<file path="src/rtl/adder_arb_pkg.sv">
// Shared types and default parameters for the adder arbiter and its round-robin helper.
package adder_arb_pkg;

  localparam int ARB_NUM_REQ_DEF = 4;
  localparam int ARB_WIDTH_DEF   = 16;
  localparam int ARB_ADD_LAT_DEF = 4;

  // Wide enough for the largest supported requester count (8).
  localparam int ARB_ID_W = 3;

  typedef enum logic [1:0] {
    HALT  = 2'd0,
    RUN   = 2'd1,
    DRAIN = 2'd2
  } arb_state_t;

  typedef struct packed {
    logic                valid;
    logic [ARB_ID_W-1:0] id;
  } arb_tag_t;

endpackage

</file>
<file path="src/rtl/adder_arbiter_rr.sv">
// Combinational round-robin pick: the search starts one past the last granted index and wraps.
module rr_arbiter
  import adder_arb_pkg::*;
#(
  parameter  int NUM_REQ = ARB_NUM_REQ_DEF,
  localparam int IDW     = $clog2(NUM_REQ)
) (
  input  logic [NUM_REQ-1:0] i_req,
  input  logic [IDW-1:0]     i_ptr,
  output logic [NUM_REQ-1:0] o_grant,
  output logic [IDW-1:0]     o_next_ptr,
  output logic               o_any
);

  always_comb begin
    o_grant    = '0;
    o_next_ptr = i_ptr;
    o_any      = 1'b0;
    // Candidate i sits at distance off from the pointer; nearest requesting candidate wins.
    for (int off = 1; off <= NUM_REQ; off++) begin
      for (int i = 0; i < NUM_REQ; i++) begin
        if (!o_any && i_req[i] && (int'(i_ptr) == ((i - off + NUM_REQ) % NUM_REQ))) begin
          o_grant[i] = 1'b1;
          o_next_ptr = IDW'(i);
          o_any      = 1'b1;
        end
      end
    end
  end

endmodule

</file>
<file path="src/rtl/adder_arbiter.sv">
// Shares one pipelined adder among NUM_REQ requesters with round-robin issue and tagged returns.
// Optional per-requester grant counters are built when ADDER_ARB_STATS_EN is defined.
//
// state | meaning
// HALT  | quiesced, no grants, idle = 1
// RUN   | granting one request per cycle
// DRAIN | no new grants, waiting for in-flight results to return
module adder_arbiter
  import adder_arb_pkg::*;
#(
  parameter  int NUM_REQ = ARB_NUM_REQ_DEF,
  parameter  int WIDTH   = ARB_WIDTH_DEF,
  parameter  int ADD_LAT = ARB_ADD_LAT_DEF,
  localparam int IDW     = $clog2(NUM_REQ)
) (
  input  logic                     clk,
  input  logic                     reset,
  input  logic                     cfg_en,
  output logic                     idle,
  input  logic [NUM_REQ-1:0]       req_valid,
  output logic [NUM_REQ-1:0]       req_ready,
  input  logic [NUM_REQ*WIDTH-1:0] req_a,
  input  logic [NUM_REQ*WIDTH-1:0] req_b,
  input  logic [NUM_REQ-1:0]       req_cin,
  output logic [WIDTH-1:0]         add_a,
  output logic [WIDTH-1:0]         add_b,
  output logic                     add_cin,
  input  logic [WIDTH-1:0]         add_sum,
  input  logic                     add_cout,
  output logic [NUM_REQ-1:0]       resp_valid,
  output logic [WIDTH-1:0]         resp_sum,
  output logic                     resp_cout,
  output logic [IDW-1:0]           resp_id
`ifdef ADDER_ARB_STATS_EN
  ,
  output logic [NUM_REQ*16-1:0]    stat_grants
`endif
);

  arb_state_t         r_state;
  logic               r_idle;
  logic [IDW-1:0]     r_ptr;
  logic [IDW-1:0]     w_next_ptr;
  logic [NUM_REQ-1:0] w_req;
  logic [NUM_REQ-1:0] w_grant;
  logic               w_any;
  logic               w_run;
  logic               w_busy;

  logic [WIDTH-1:0]   w_sel_a;
  logic [WIDTH-1:0]   w_sel_b;
  logic               w_sel_cin;
  logic [WIDTH-1:0]   r_add_a;
  logic [WIDTH-1:0]   r_add_b;
  logic               r_add_cin;

  arb_tag_t           r_issue;
  arb_tag_t           r_tag [ADD_LAT+1];
  logic [NUM_REQ-1:0] w_resp_onehot;

  logic [NUM_REQ-1:0] r_resp_valid;
  logic [WIDTH-1:0]   r_resp_sum;
  logic               r_resp_cout;
  logic [IDW-1:0]     r_resp_id;

  // cfg_en gates the grant directly so a request in the cycle cfg_en falls is not taken.
  assign w_run = (r_state == RUN) && cfg_en;
  assign w_req = req_valid & {NUM_REQ{w_run}};

  rr_arbiter #(
    .NUM_REQ (NUM_REQ)
  ) u_rr (
    .i_req      (w_req),
    .i_ptr      (r_ptr),
    .o_grant    (w_grant),
    .o_next_ptr (w_next_ptr),
    .o_any      (w_any)
  );

  assign req_ready = w_grant;

  always_comb begin
    w_sel_a   = '0;
    w_sel_b   = '0;
    w_sel_cin = 1'b0;
    for (int i = 0; i < NUM_REQ; i++) begin
      w_sel_a   = w_sel_a | ({WIDTH{w_grant[i]}} & req_a[i*WIDTH +: WIDTH]);
      w_sel_b   = w_sel_b | ({WIDTH{w_grant[i]}} & req_b[i*WIDTH +: WIDTH]);
      w_sel_cin = w_sel_cin | (w_grant[i] & req_cin[i]);
    end
  end

  always_comb begin
    w_busy = r_issue.valid;
    for (int k = 0; k <= ADD_LAT; k++) begin
      w_busy = w_busy | r_tag[k].valid;
    end
  end

  always_comb begin
    w_resp_onehot = '0;
    for (int i = 0; i < NUM_REQ; i++) begin
      if (r_tag[ADD_LAT].id == ARB_ID_W'(i)) begin
        w_resp_onehot[i] = 1'b1;
      end
    end
  end

  always_ff @(posedge clk or negedge reset) begin
    if (!reset) begin
      r_state <= HALT;
      r_idle  <= 1'b1;
    end else begin
      case (r_state)
        HALT: begin
          if (cfg_en) begin
            r_state <= RUN;
            r_idle  <= 1'b0;
          end
        end
        RUN: begin
          if (!cfg_en) begin
            r_state <= DRAIN;
          end
        end
        DRAIN: begin
          if (cfg_en) begin
            r_state <= RUN;
          end else if (!w_busy) begin
            r_state <= HALT;
            r_idle  <= 1'b1;
          end
        end
        default: begin
          r_state <= HALT;
          r_idle  <= 1'b1;
        end
      endcase
    end
  end

  // The adder samples add_* on the edge after issue, so the tag waits one stage in r_issue
  // before entering the ADD_LAT+1 deep pipeline that lines up with add_sum/add_cout.
  always_ff @(posedge clk or negedge reset) begin
    if (!reset) begin
      r_ptr     <= IDW'(NUM_REQ - 1);
      r_add_a   <= '0;
      r_add_b   <= '0;
      r_add_cin <= 1'b0;
      r_issue   <= '0;
      for (int k = 0; k <= ADD_LAT; k++) begin
        r_tag[k] <= '0;
      end
    end else begin
      r_issue.valid <= w_any;
      r_issue.id    <= ARB_ID_W'(w_next_ptr);
      if (w_any) begin
        r_ptr     <= w_next_ptr;
        r_add_a   <= w_sel_a;
        r_add_b   <= w_sel_b;
        r_add_cin <= w_sel_cin;
      end
      r_tag[0] <= r_issue;
      for (int k = 1; k <= ADD_LAT; k++) begin
        r_tag[k] <= r_tag[k-1];
      end
    end
  end

  always_ff @(posedge clk or negedge reset) begin
    if (!reset) begin
      r_resp_valid <= '0;
      r_resp_sum   <= '0;
      r_resp_cout  <= 1'b0;
      r_resp_id    <= '0;
    end else begin
      r_resp_valid <= '0;
      if (r_tag[ADD_LAT].valid) begin
        r_resp_valid <= w_resp_onehot;
        r_resp_sum   <= add_sum;
        r_resp_cout  <= add_cout;
        r_resp_id    <= r_tag[ADD_LAT].id[IDW-1:0];
      end
    end
  end

  assign idle       = r_idle;
  assign add_a      = r_add_a;
  assign add_b      = r_add_b;
  assign add_cin    = r_add_cin;
  assign resp_valid = r_resp_valid;
  assign resp_sum   = r_resp_sum;
  assign resp_cout  = r_resp_cout;
  assign resp_id    = r_resp_id;

`ifdef ADDER_ARB_STATS_EN
  for (genvar gi = 0; gi < NUM_REQ; gi++) begin : g_stat
    logic [15:0] r_cnt;
    always_ff @(posedge clk or negedge reset) begin
      if (!reset) begin
        r_cnt <= '0;
      end else if (w_grant[gi] && (r_cnt != 16'hFFFF)) begin
        r_cnt <= r_cnt + 16'd1;
      end
    end
    assign stat_grants[gi*16 +: 16] = r_cnt;
  end
`endif

endmodule

</file>
<file path="config.mk">
export PLATFORM = sky130hd
export DESIGN_NAME = adder_arbiter
export DESIGN_NICKNAME = d
export VERILOG_FILES = /design/src/rtl/adder_arb_pkg.sv /design/src/rtl/adder_arbiter_rr.sv /design/src/rtl/adder_arbiter.sv
export SDC_FILE = /design/constraint.sdc
export NUM_CORES = 1
export LEC_CHECK = 0
export CORE_ASPECT_RATIO = 1.1
export CORE_MARGIN = 4
export CORE_UTILIZATION = 40
export CTS_BUF_LIST = sky130_fd_sc_hd__clkbuf_4 sky130_fd_sc_hd__clkbuf_8
export CTS_CLUSTER_DIAMETER = 40
export DETAILED_ROUTE_END_ITERATION = 6
export PLACE_DENSITY = 0.94
export SLEW_MARGIN = 10
export SYNTH_ARGS = -nofsm -noshare
export SYNTH_HDL_FRONTEND = slang
export SYNTH_SLANG_ARGS = --single-unit
</file>
<file path="constraint.sdc">
create_clock -name clk -period 2.4 [get_ports clk]
set_input_delay 0.6 -clock clk [delete_from_list [all_inputs] [get_ports clk]]
set_output_delay 0.6 -clock clk [all_outputs]
set_load 0.05 [all_outputs]
</file>
Word level (Yosys, flattened, before mapping)
Cells that the tools add are included.

storage, ports and cells
  input port bits = 156
  bits in registers = 79
  word-level logic and storage cells = 176
  output and inout bits = 61

operators by class
  muxes and demuxes = 61
  reductions and logical operators = 52
  eq/ne operators = 13
  bitwise logic cells = 28

operator list
  operator                                       number
  bitwise AND 16 bit                             8
  bitwise OR 16 bit                              6
  two-way mux 2 bit                              20
  two-way mux 1 bit                              38
  logical AND 1 bit                              32
  zero test 1 bit                                15
  == test 2 bit, second input constant           5
  inequality test 2 bit, second input constant   4
  bitwise OR 1 bit                               8
  == test 2 x 1 -> 1 bit, second input constant  3
  one-hot mux 2 bit (3 select lines)             1
  bitwise AND 1 bit                              4
  bitwise AND 4 bit                              1
  zero test 2 bit                                2
  two-way mux 4 bit                              1
  AND reduction 4 bit                            1
  zero test 3 bit                                1
  inequality test 3 bit, second input constant   1
  one-hot mux 1 bit (3 select lines)             1
  AND reduction 3 bit                            1
  inverter 1 bit                                 1

Longest topological paths before layout
Gate-level depths: netlist (run 1).

  word-level depth = 67
  depth in mapped cells = 8
  mapped depth without buffers = 5

Hierarchy
A second synthesis (run 1) with hierarchy kept.

unflattened totals
  cell total of the unflattened synthesis = 312
  area total of the unflattened synthesis = 3463.3 um2

modules (own cells, without submodules)
  module         seq. area each (um2)  instances  cells an instance  area each (um2)
  adder_arbiter  1980.6                1          283                3283.1
  rr_arbiter     0.0                   1          29                 180.2

Worst setup path after synthesis (run 1)
Ideal clock, no wire load.

  path type = register to output
  from = register r_ptr[0]
  to = output req_ready[1]
  cell stages (with the launch flop) = 8
  arrival = 1.601 ns
  path buffers = 2
  required time = 1.800 ns
  path slack = 0.199 ns
  cell sequence = dfstp_2 -> buf_2 -> nand2b_1 -> a21oi_1 -> o22ai_1 -> buf_2 -> nand3_1 -> inv_1

on the way
  cells in the longest elaborated chain, start to end = 55
  elaborated cells on any way between the ends = 61
  those cells by class = 3 x eq/ne; 17 x mux; 41 x reduce/logical

RTL lines
  what                             line                    text
  start, declared                  adder_arbiter.sv:42     logic [IDW-1:0] r_ptr;
  start signal, assigned           adder_arbiter.sv:146    r_ptr <= IDW'(NUM_REQ - 1);
  start signal, assigned           adder_arbiter.sv:158    r_ptr <= w_next_ptr;
  == test 2 x 1 -> 1 bit           adder_arbiter_rr.sv:22  if (!o_any && i_req[i] && (int'(i_ptr) == ((i - off + NUM_REQ) % NUM_REQ))) begin
  logical AND 1 bit                adder_arbiter_rr.sv:22
  two-way mux 1 bit                adder_arbiter_rr.sv:22
  zero test 1 bit                  adder_arbiter_rr.sv:22
  logical AND 1 bit (2 in series)  adder_arbiter_rr.sv:22
  two-way mux 1 bit                adder_arbiter_rr.sv:22
  zero test 1 bit                  adder_arbiter_rr.sv:22
  logical AND 1 bit (2 in series)  adder_arbiter_rr.sv:22
  [34 not listed]                  --
  logical AND 1 bit (2 in series)  adder_arbiter_rr.sv:22
  two-way mux 1 bit                adder_arbiter_rr.sv:22
  zero test 1 bit                  adder_arbiter_rr.sv:22
  logical AND 1 bit (2 in series)  adder_arbiter_rr.sv:22
  two-way mux 1 bit                adder_arbiter_rr.sv:22
  zero test 1 bit                  adder_arbiter_rr.sv:22
  logical AND 1 bit (2 in series)  adder_arbiter_rr.sv:22
  two-way mux 1 bit (*)            adder_arbiter_rr.sv:22
  end, declared                    adder_arbiter.sv:21     output logic [NUM_REQ-1:0] req_ready,

Mark *: on every way between the ends. The rest lies on a longest branch, timed or not.

Worst setup path after layout (run 1)
  from = register r_ptr[1]
  to = output req_ready[3]

on the way
  cells in the longest elaborated chain, start to end = 63
  elaborated cells on any way between the ends = 69
  those cells by class = 3 x eq/ne; 19 x mux; 47 x reduce/logical

RTL lines
  what                             line
  == test 2 x 1 -> 1 bit           adder_arbiter_rr.sv:22
  logical AND 1 bit                adder_arbiter_rr.sv:22
  two-way mux 1 bit                adder_arbiter_rr.sv:22
  zero test 1 bit                  adder_arbiter_rr.sv:22
  logical AND 1 bit (2 in series)  adder_arbiter_rr.sv:22
  two-way mux 1 bit                adder_arbiter_rr.sv:22
  zero test 1 bit                  adder_arbiter_rr.sv:22
  logical AND 1 bit (2 in series)  adder_arbiter_rr.sv:22
  [42 not listed]                  --
  logical AND 1 bit (2 in series)  adder_arbiter_rr.sv:22
  two-way mux 1 bit                adder_arbiter_rr.sv:22
  zero test 1 bit                  adder_arbiter_rr.sv:22
  logical AND 1 bit (2 in series)  adder_arbiter_rr.sv:22
  two-way mux 1 bit                adder_arbiter_rr.sv:22
  zero test 1 bit                  adder_arbiter_rr.sv:22
  logical AND 1 bit (2 in series)  adder_arbiter_rr.sv:22
  two-way mux 1 bit (*)            adder_arbiter_rr.sv:22

Marked as above.

==> results of run 1 <==
==> path summary, 6_finish.rpt <==
kind,to,slack (ns),start
hold reg to reg,r_tag[5],0.35,r_tag[9]
hold / removal,add_a[10],0.27,reset
max in group asynchronous,add_a[9],1.53,reset
min in group clk,r_tag[5],0.35,r_tag[9]
setup reg to reg,add_b[3],0.22,r_ptr[0]
setup / recovery,req_ready[3],0.09,r_ptr[1]
==> report_power, final <==
group          leakage [nW]  internal (mW)  switching [mW]  total, mW
Sequential            0.946           1.74           0.246       1.99
Combinational          1.67           1.15            1.78       2.93
Clock                 0.104          0.505           0.539       1.04
Total                  2.72           3.40            2.56       5.97
==> cell type report <==
class | instances | area [um2]
clock buffers | 9 | 123.9
clock inverters | 7 | 86.33
fillers | 652 | 2843
inverters | 8 | 30.03
multi-input cells | 201 | 1728
flip-flops and latches | 79 | 1981
well taps | 117 | 146.4
repair buffers | 255 | 2552
==> cell usage after synthesis (all sizes together) <==
library cell	count	share of area, %
a21oi	29	5.5
nand3	12	1.5
o221a	2	0.57
nor3	1	0.13
dfstp	3	2.0
nor2b	3	0.54
o21ai	5	0.64
and3b	1	0.22
nor3b	1	0.19
o22ai	2	0.32
nor4	1	0.16
nand4	10	1.6
o311ai	1	0.22
inv	8	0.76
o21a	1	0.19
and3	1	0.16
nand2	4	0.38
a22oi	43	12
nand2b	2	0.32
buf	23	5.1
o32ai	1	0.22
a311oi	1	0.22
a221oi	23	8.3
and2	1	0.22
dfrtp	76	48
nand3b	2	0.38
a21o	1	0.19
and4	1	0.22
a221o	1	0.25
o41ai	2	0.45
nor2	31	3.1
mux2	18	5.2
clkbuf	5	0.48
==> cells by family (layout without fill, tap and decap cells) <==
logic type	after synthesis	after routing	synth area share (%)
AO/OA/AOI/OAI	112	112	28.99
flip-flops	79	79	50.37
AND/OR/NAND/NOR	71	71	9.131
buffers and inverters	36	279	6.363
multiplexers	18	18	5.154
==> worst max-delay path, cell delays in order (launching register included) <==
cell and delay [ns]:
dfstp_2 0.59, inv_1 0.12, o22ai_2 0.23, and4_4 0.28
buf_12 0.14
==> sequential cells by signal, indices dropped and copies added (netlist names) <==
name and cells:
add_a 16, resp_id 2, add_cin 1, r_state 2, resp_sum 16, idle 1, r_tag 15, r_issue 3
r_ptr 2, resp_valid 4, add_b 16, resp_cout 1
==> layout by cell type, fill, tap and decap left out, types with 10 or more instances in the layout <==
cell / count
a21oi_1: 10
clkdlybuf4s50_1: 206
a221oi_2: 20
nand3_1: 12
a22oi_1: 14
a21oi_2: 19
buf_4: 35
nor2_1: 29
a22oi_2: 29
mux2_2: 18
nand4_1: 10
dfrtp_1: 76
==> metrics by stage <==
step	hold slack (ns)	std cells
floorplan	0.3044	316
global placement	0.3317	653
detailed placement	0.3347	653
CTS	0.2834	670
global route	0.2884	676
finish	0.2689	676
==> metal layers <==
metal	track usage, %	vias up
met5	0	-
met4	9.536	0
met3	5.514	31
met2	40.44	218
met1	26.70	1782
li1	-	1681
==> timing repair <==
item	CTS	global route
setup buffers	1	6
pin swaps	0	2
gates resized for setup	7	3
endpoints found under the setup margin	4	4
==> impl.org, run 1 <==
** Outcome
- The run finished with clean final reports.

** Detailed routing
- Via/cell ratio :: 5.491
- For this block, the initial DRC count from the detailed router was about 110.
- Total length of routed wires :: around 14000 um
- After detailed routing, the wire length on met1 is between 4000 and 5000 um.
- In the routed design, unresolved DRC markers number 0.
- After detailed routing, no signal wire sits above met4.
- Met3 layer wire length in the routed design :: approximately 1200 um
- DR WL/cell :: around 20 um
- The routed layout has 3712 vias.
- Residual antenna-violating net count after detailed routing :: 0
- The routed design uses roughly 7000 um of met2 wire.
- Before antenna repair, the detailed router went through 4 iterations.

** Place
- Input and output buffers added on the ports amount to 216.
- Placed Instance Area :: 6369 um2
- Detailed placement finished with a half-perimeter wire length of 10420 um.
- Worst setup slack after placement :: -0.3415 ns
- Gpl congestion :: about 0.94

** Worst setup path
- The worst setup path is of the register to output port kind.
- At the worst endpoint, the required time is 1.80 ns.
- Of all nets on the critical path, the largest fanout is 6.
- Worst endpoint data arrival time :: about 1.7 ns
- For the worst flop-to-flop path, the logic depth is 6.
- Category of the worst setup path capture point :: output port
- STA classifies the critical path startpoint as a register.

** Clock network
- Max Root-Sink Buffers :: 2
- Clock tree from TritonCTS :: yes
- The clock net in this run drives a total of 79 sinks.
- The H-tree was split into 3 levels.
- TritonCTS Buffers :: 9
- Number of hold-repair buffers added at the cts stage :: 0
- Clk_lat worst skew :: ~0.34 ns
- The tree is rooted in a clkbuf_8.
- Clock-pin slew was measured on the worst setup and hold paths at 0.09 ns.

** Power
- For this design the static power due to leakage is around 2.7 nW.
- Power density normalized to cell area :: between 800 and 900 nW/um2
- Max VDD drop :: between 0.0005 and 0.0006 V
- PnR Total Power :: ~6.0 mW

** Finish
- Cells fill approximately 70% of the core in the end.
- Compared with the post-synthesis result, the final layout area differs by 69.04%.
- NumNets Final :: approximately 700
- Share of final-layout standard cells stronger than drive strength 1 :: just under 30%
- Post-route standard cell area excluding fillers :: roughly 6600 um2
- # diodes :: 0

** STA
- For the pin with the worst max-slew slack, the measured transition is 0.8581 ns.
- Tightest slew margin relative to the limit :: 42.79%
- The number of failing hold endpoints at the final stage is 0.
- Setup slack on the critical path of the routed design comes to slightly above 0.09 ns.
- RSZ-0062 raised after global routing :: false
- Dividing the final minimum period by the clock period gives a little over nine tenths.
- Sum Neg Setup Slack :: 0 ns
- Worst setup skew after layout :: approximately 0.0095 ns
- The count of pins over their slew limit was 0.
- Shortest clock period the worst path allows after layout :: 2.307 ns
- Setup violations remaining at the end of the flow were counted as 0.
- Maximum achievable frequency :: 433.6 MHz

** Synthesis
- The synthesized netlist occupies a cell area of roughly 3900 um2.
- Sequential element share of the synthesized area :: roughly half
- Number of different library cells in the post-synthesis netlist :: 42
- Counting every net in the synthesized netlist gives 472.
- The synthesized design contains a little under 80 register bits.
- Yosys synthesis warning count :: 0
- Synthesized area per cell :: roughly 12 um2
- After technology mapping, the gate count stands at roughly 320.

** Floorplanning
- Die ar. :: 11480 um2
- roughly 220 I/O pins were placed.
- The initial utilization of the core area, before any placement, comes to 41.44%.
- Standard-cell row count :: 37
- The core region is 9490 um2.
- Die X :: roughly 100 um
- Measured along the y axis, the die boundary spans 112.0 um.

** Min path
- Worst hold path class :: primary input to async pin

** GRT
- Entering global routing, the biggest net connects 46 pins.
- The number of global-route vias before repair came to slightly above 4k.
- Initial antenna violation count :: 0
- In the global route stage, overall resource usage came out at a little under a quarter.
- Summed over all layers, the global routing overflow is 0.
- Wire length of the first global-routing pass :: between 20000 and 25000 um

** Run
- Max_cap viols :: 0
Power figures use the tool's default switching activity.
==> run 2, diff against run 1 <==
--- a/config.mk
+++ b/config.mk
@@ -5,6 +5,7 @@
 export SDC_FILE = /design/constraint.sdc
 export NUM_CORES = 1
 export LEC_CHECK = 0
+export CAP_MARGIN = 20
 export CORE_ASPECT_RATIO = 1.1
 export CORE_MARGIN = 4
 export CORE_UTILIZATION = 40
==> results of run 2 <==
No change in the layout: final DEF, timing and power equal those of run 1.
==> run 3, diff against run 2 <==
--- a/config.mk
+++ b/config.mk
@@ -13,6 +13,7 @@
 export CTS_CLUSTER_DIAMETER = 40
 export DETAILED_ROUTE_END_ITERATION = 6
 export PLACE_DENSITY = 0.94
+export SETUP_SLACK_MARGIN = 0.4
 export SLEW_MARGIN = 10
 export SYNTH_ARGS = -nofsm -noshare
 export SYNTH_HDL_FRONTEND = slang
==> run 3 against run 2 <==
- routed wire length is 0.24% higher
- sequential share of layout area is 0.19 points lower
- design area is 0.66% higher
- critical path type unchanged
- highest routed layer unchanged
==> impl.org, run 3 (synthesis gave the netlist of run 1 again) <==
** Outcome
- Run status :: finished clean

** Finish
- Total area of multi-input combinational cells :: 1783 um2
- Share of final-layout standard cells stronger than drive strength 1 :: between 30% and 40%
- Post-route standard cell area excluding fillers :: 6691 um2
- Cells fill about 70% of the core in the end.
- The finished layout holds 679 standard cells, fillers aside.
- # diodes :: 0
- NumNets Final :: between 700 and 800
- Area added between synthesis and finish :: 70.16%
- Summing all flip-flop and latch instances after layout gives ~2000 um2.
- Number of fill cells in the layout :: ~680
- Most common cell after layout, fill and taps aside :: clkdlybuf4s50_1
- Leaving out fill and tap cells, the most frequent cells in the layout are 149 x clkdlybuf4s50_1, 76 x dfrtp_1, 58 x dlygate4sd2_1.

** GRT
- Initial antenna violation count :: 0
- In the global route stage, met3 resource usage came out at between 5 and 6%.
- Entering global routing, the biggest net connects slightly below 60 pins.
- Global routing used between 40% and 50% of the available met2 tracks.
- Global Route Usage Sum :: between 20% and 30%
- Number of global-route vias before repair :: roughly 4k
- The global routing stage identified its most utilized layer as met2.
- Global routing consumed, on the met1 layer, between 20% and 30% of the routing resources.
- The total overflow left after global routing is 0.
- Wire length of the first global-routing pass :: 20680 um

** Floorplanning
- Initial standard-cell utilization of the core :: 41.44%
- In this run the standard cell core region covers 9490 um2.
- The initialized floorplan defines 37 standard-cell rows.
- Chip height :: 112.0 um
- The die is slightly above 100 um wide.
- about 220 I/O pins were placed.
- The floorplan step defined a die boundary enclosing approximately 11000 um2.

** Place
- Placed Instance Area :: around 6400 um2
- Worst setup slack after placement :: -0.2242 ns
- At the end of routability-driven placement, the weighted congestion stood at 0.9258.
- The number of placed instances, taps included, is approximately 650.
- In this run the tool buffered the top-level ports with about 220 buffer cells.
- The wire-length estimate of the detail-placed layout is ~10000 um.

** Power
- Dividing total power by cell area gives a power density of 887.3 nW/um2.
- The design draws roughly 5.9 mW.
- Summed over all cells, the static leakage comes to 2.842 nW.
- Across the VDD grid, the largest voltage drop is approximately 0.00054 V.

** Detailed routing
- DRC :: 0
- Residual antenna-violating net count after detailed routing :: 0
- Detailed routing inserted a total of about 3.7k vias.
- Before antenna repair, the detailed router went through 4 iterations.
- After detailed routing, the average wire length per cell comes to 19.99 um.
- For this block, the routed nets add up to 13580 um of wire.
- For this block, the initial DRC count from the detailed router was 165.
- Dividing the detail-routed via count by the number of cells gives about 5.4.

** STA
- Slew Limit Fails :: 0
- Fin. Hold Viols :: 0
- Setup violations remaining at the end of the flow were counted as 0.
- Part of the cycle the worst path needs :: between 90% and 100%
- Sum Neg Setup Slack :: 0 ns
- Worst setup skew after layout :: about 0.014 ns
- The routed design could run at a clock period as short as 2.272 ns.
- Tightest slew margin relative to the limit :: between 40% and 50%
- Worst-margin pin slew :: 0.8944 ns
- Static timing analysis puts the maximum clock frequency at roughly 440 MHz.
- Hold slack final :: 0.1260 ns
- Setup repair after global routing could not meet its margin everywhere.
- Setup slack closes at 0.1282 ns.

** Worst setup path
- In this run the worst path has a maximum fanout of 6.
- Startpoint of the worst-slack reg-to-reg timing path :: r_ptr[1]
- Walking the worst path, the cells encountered are buf_6 > a21oi_2 > o22ai_2 > nand3_2 > clkinvlp_4 > buf_12.
- Stage delay of the slowest cell on the critical path :: between 0.6 and 0.7 ns
- The critical path in this run is classified as register to output port.
- Cell with the largest stage delay on the worst path :: dfstp_2
- Required time of the worst setup path :: between 1.5 and 2 ns
- Category of the worst setup path capture point :: output port
- Worst endpoint data arrival time :: approximately 1.7 ns
- Worst setup SP type :: register
- Launch point of the critical path :: r_ptr[1]

** Clock network
- Register clock-pin slew on the reported worst setup and hold paths :: 0.09 ns
- Clk_lat worst skew :: approximately 0.35 ns
- TritonCTS Buffers :: 9
- Max Root-Sink Buffers :: 2
- Clock tree from TritonCTS :: yes
- CTS H-tree depth :: 3
- Clock root buffer :: clkbuf_8
- Clk sink count :: around 80

** Run
- Max-cap violations in this run came to 0.

** Min path
- Worst hold path class :: primary input to async pin
-- run 3: cell count changes in the layout (fill, tap and decap cells not counted), moves of 2 or more --
cell and delta:
a22oi_1 -3, a22oi_2 +3, a21oi_1 -3, a21oi_2 +3, nor2_4 +2, clkdlybuf4s50_1 -57
buf_4 +2, clkdlybuf4s15_2 +2, buf_6 +2, dlygate4sd2_1 +54
-- run 3: repair_timing --
| item | CTS | global route |
|---|---|---|
| setup endpoints to repair | 93 | 29 |
| hold buffers | 0 | 0 |
| gates cloned | 0 | 0 |
| pin swaps | 3 | 14 |
| setup buffers | 9 | 1 |
| gates resized for setup | 76 | 4 |
-- run 3: final timing paths --
check | to | slack, ns | cells past startpoint
max in group asynchronous | r_ptr[1] | 1.61 | 2
min in group clk | r_tag[1] | 0.34 | 0
hold reg to reg | r_tag[1] | 0.34 | 0
hold / removal | resp_sum[9] | 0.13 | 1
setup reg to reg | add_b[12] | 0.36 | 9
setup / recovery | req_ready[1] | 0.13 | 6
-- run 3: where the power goes --
group / switching [mW] / internal, mW / total (mW)
registers: 0.237 / 1.74 / 1.98
clock network: 0.538 / 0.612 / 1.15
logic: 1.79 / 1.02 / 2.81
total: 2.57 / 3.37 / 5.94
-- run 3: layer usage --
layer	up-vias	wire length [um]
li1	1690	-
met1	1805	5006
met2	179	7142
met3	26	1094
met4	0	333
met5	-	0
-- run 3: area by class of cell --
| type | count | area share (%) |
|---|---|---|
| inverter | 8 | 0.5423 |
| clock buffer | 9 | 1.851 |
| multi-input combinational | 201 | 26.65 |
| sequential | 79 | 29.60 |
| clock inverter | 7 | 1.627 |
| timing repair buffer | 258 | 37.55 |
| tap | 117 | 2.188 |
-- run 3: worst max-delay path: cells and delay by family (launching register included) --
family | cells | cell delay (ns)
flip-flops | 1 | 0.64
buffers and inverters | 3 | 0.36
AO/OA/AOI/OAI | 2 | 0.21
AND/OR/NAND/NOR | 1 | 0.11
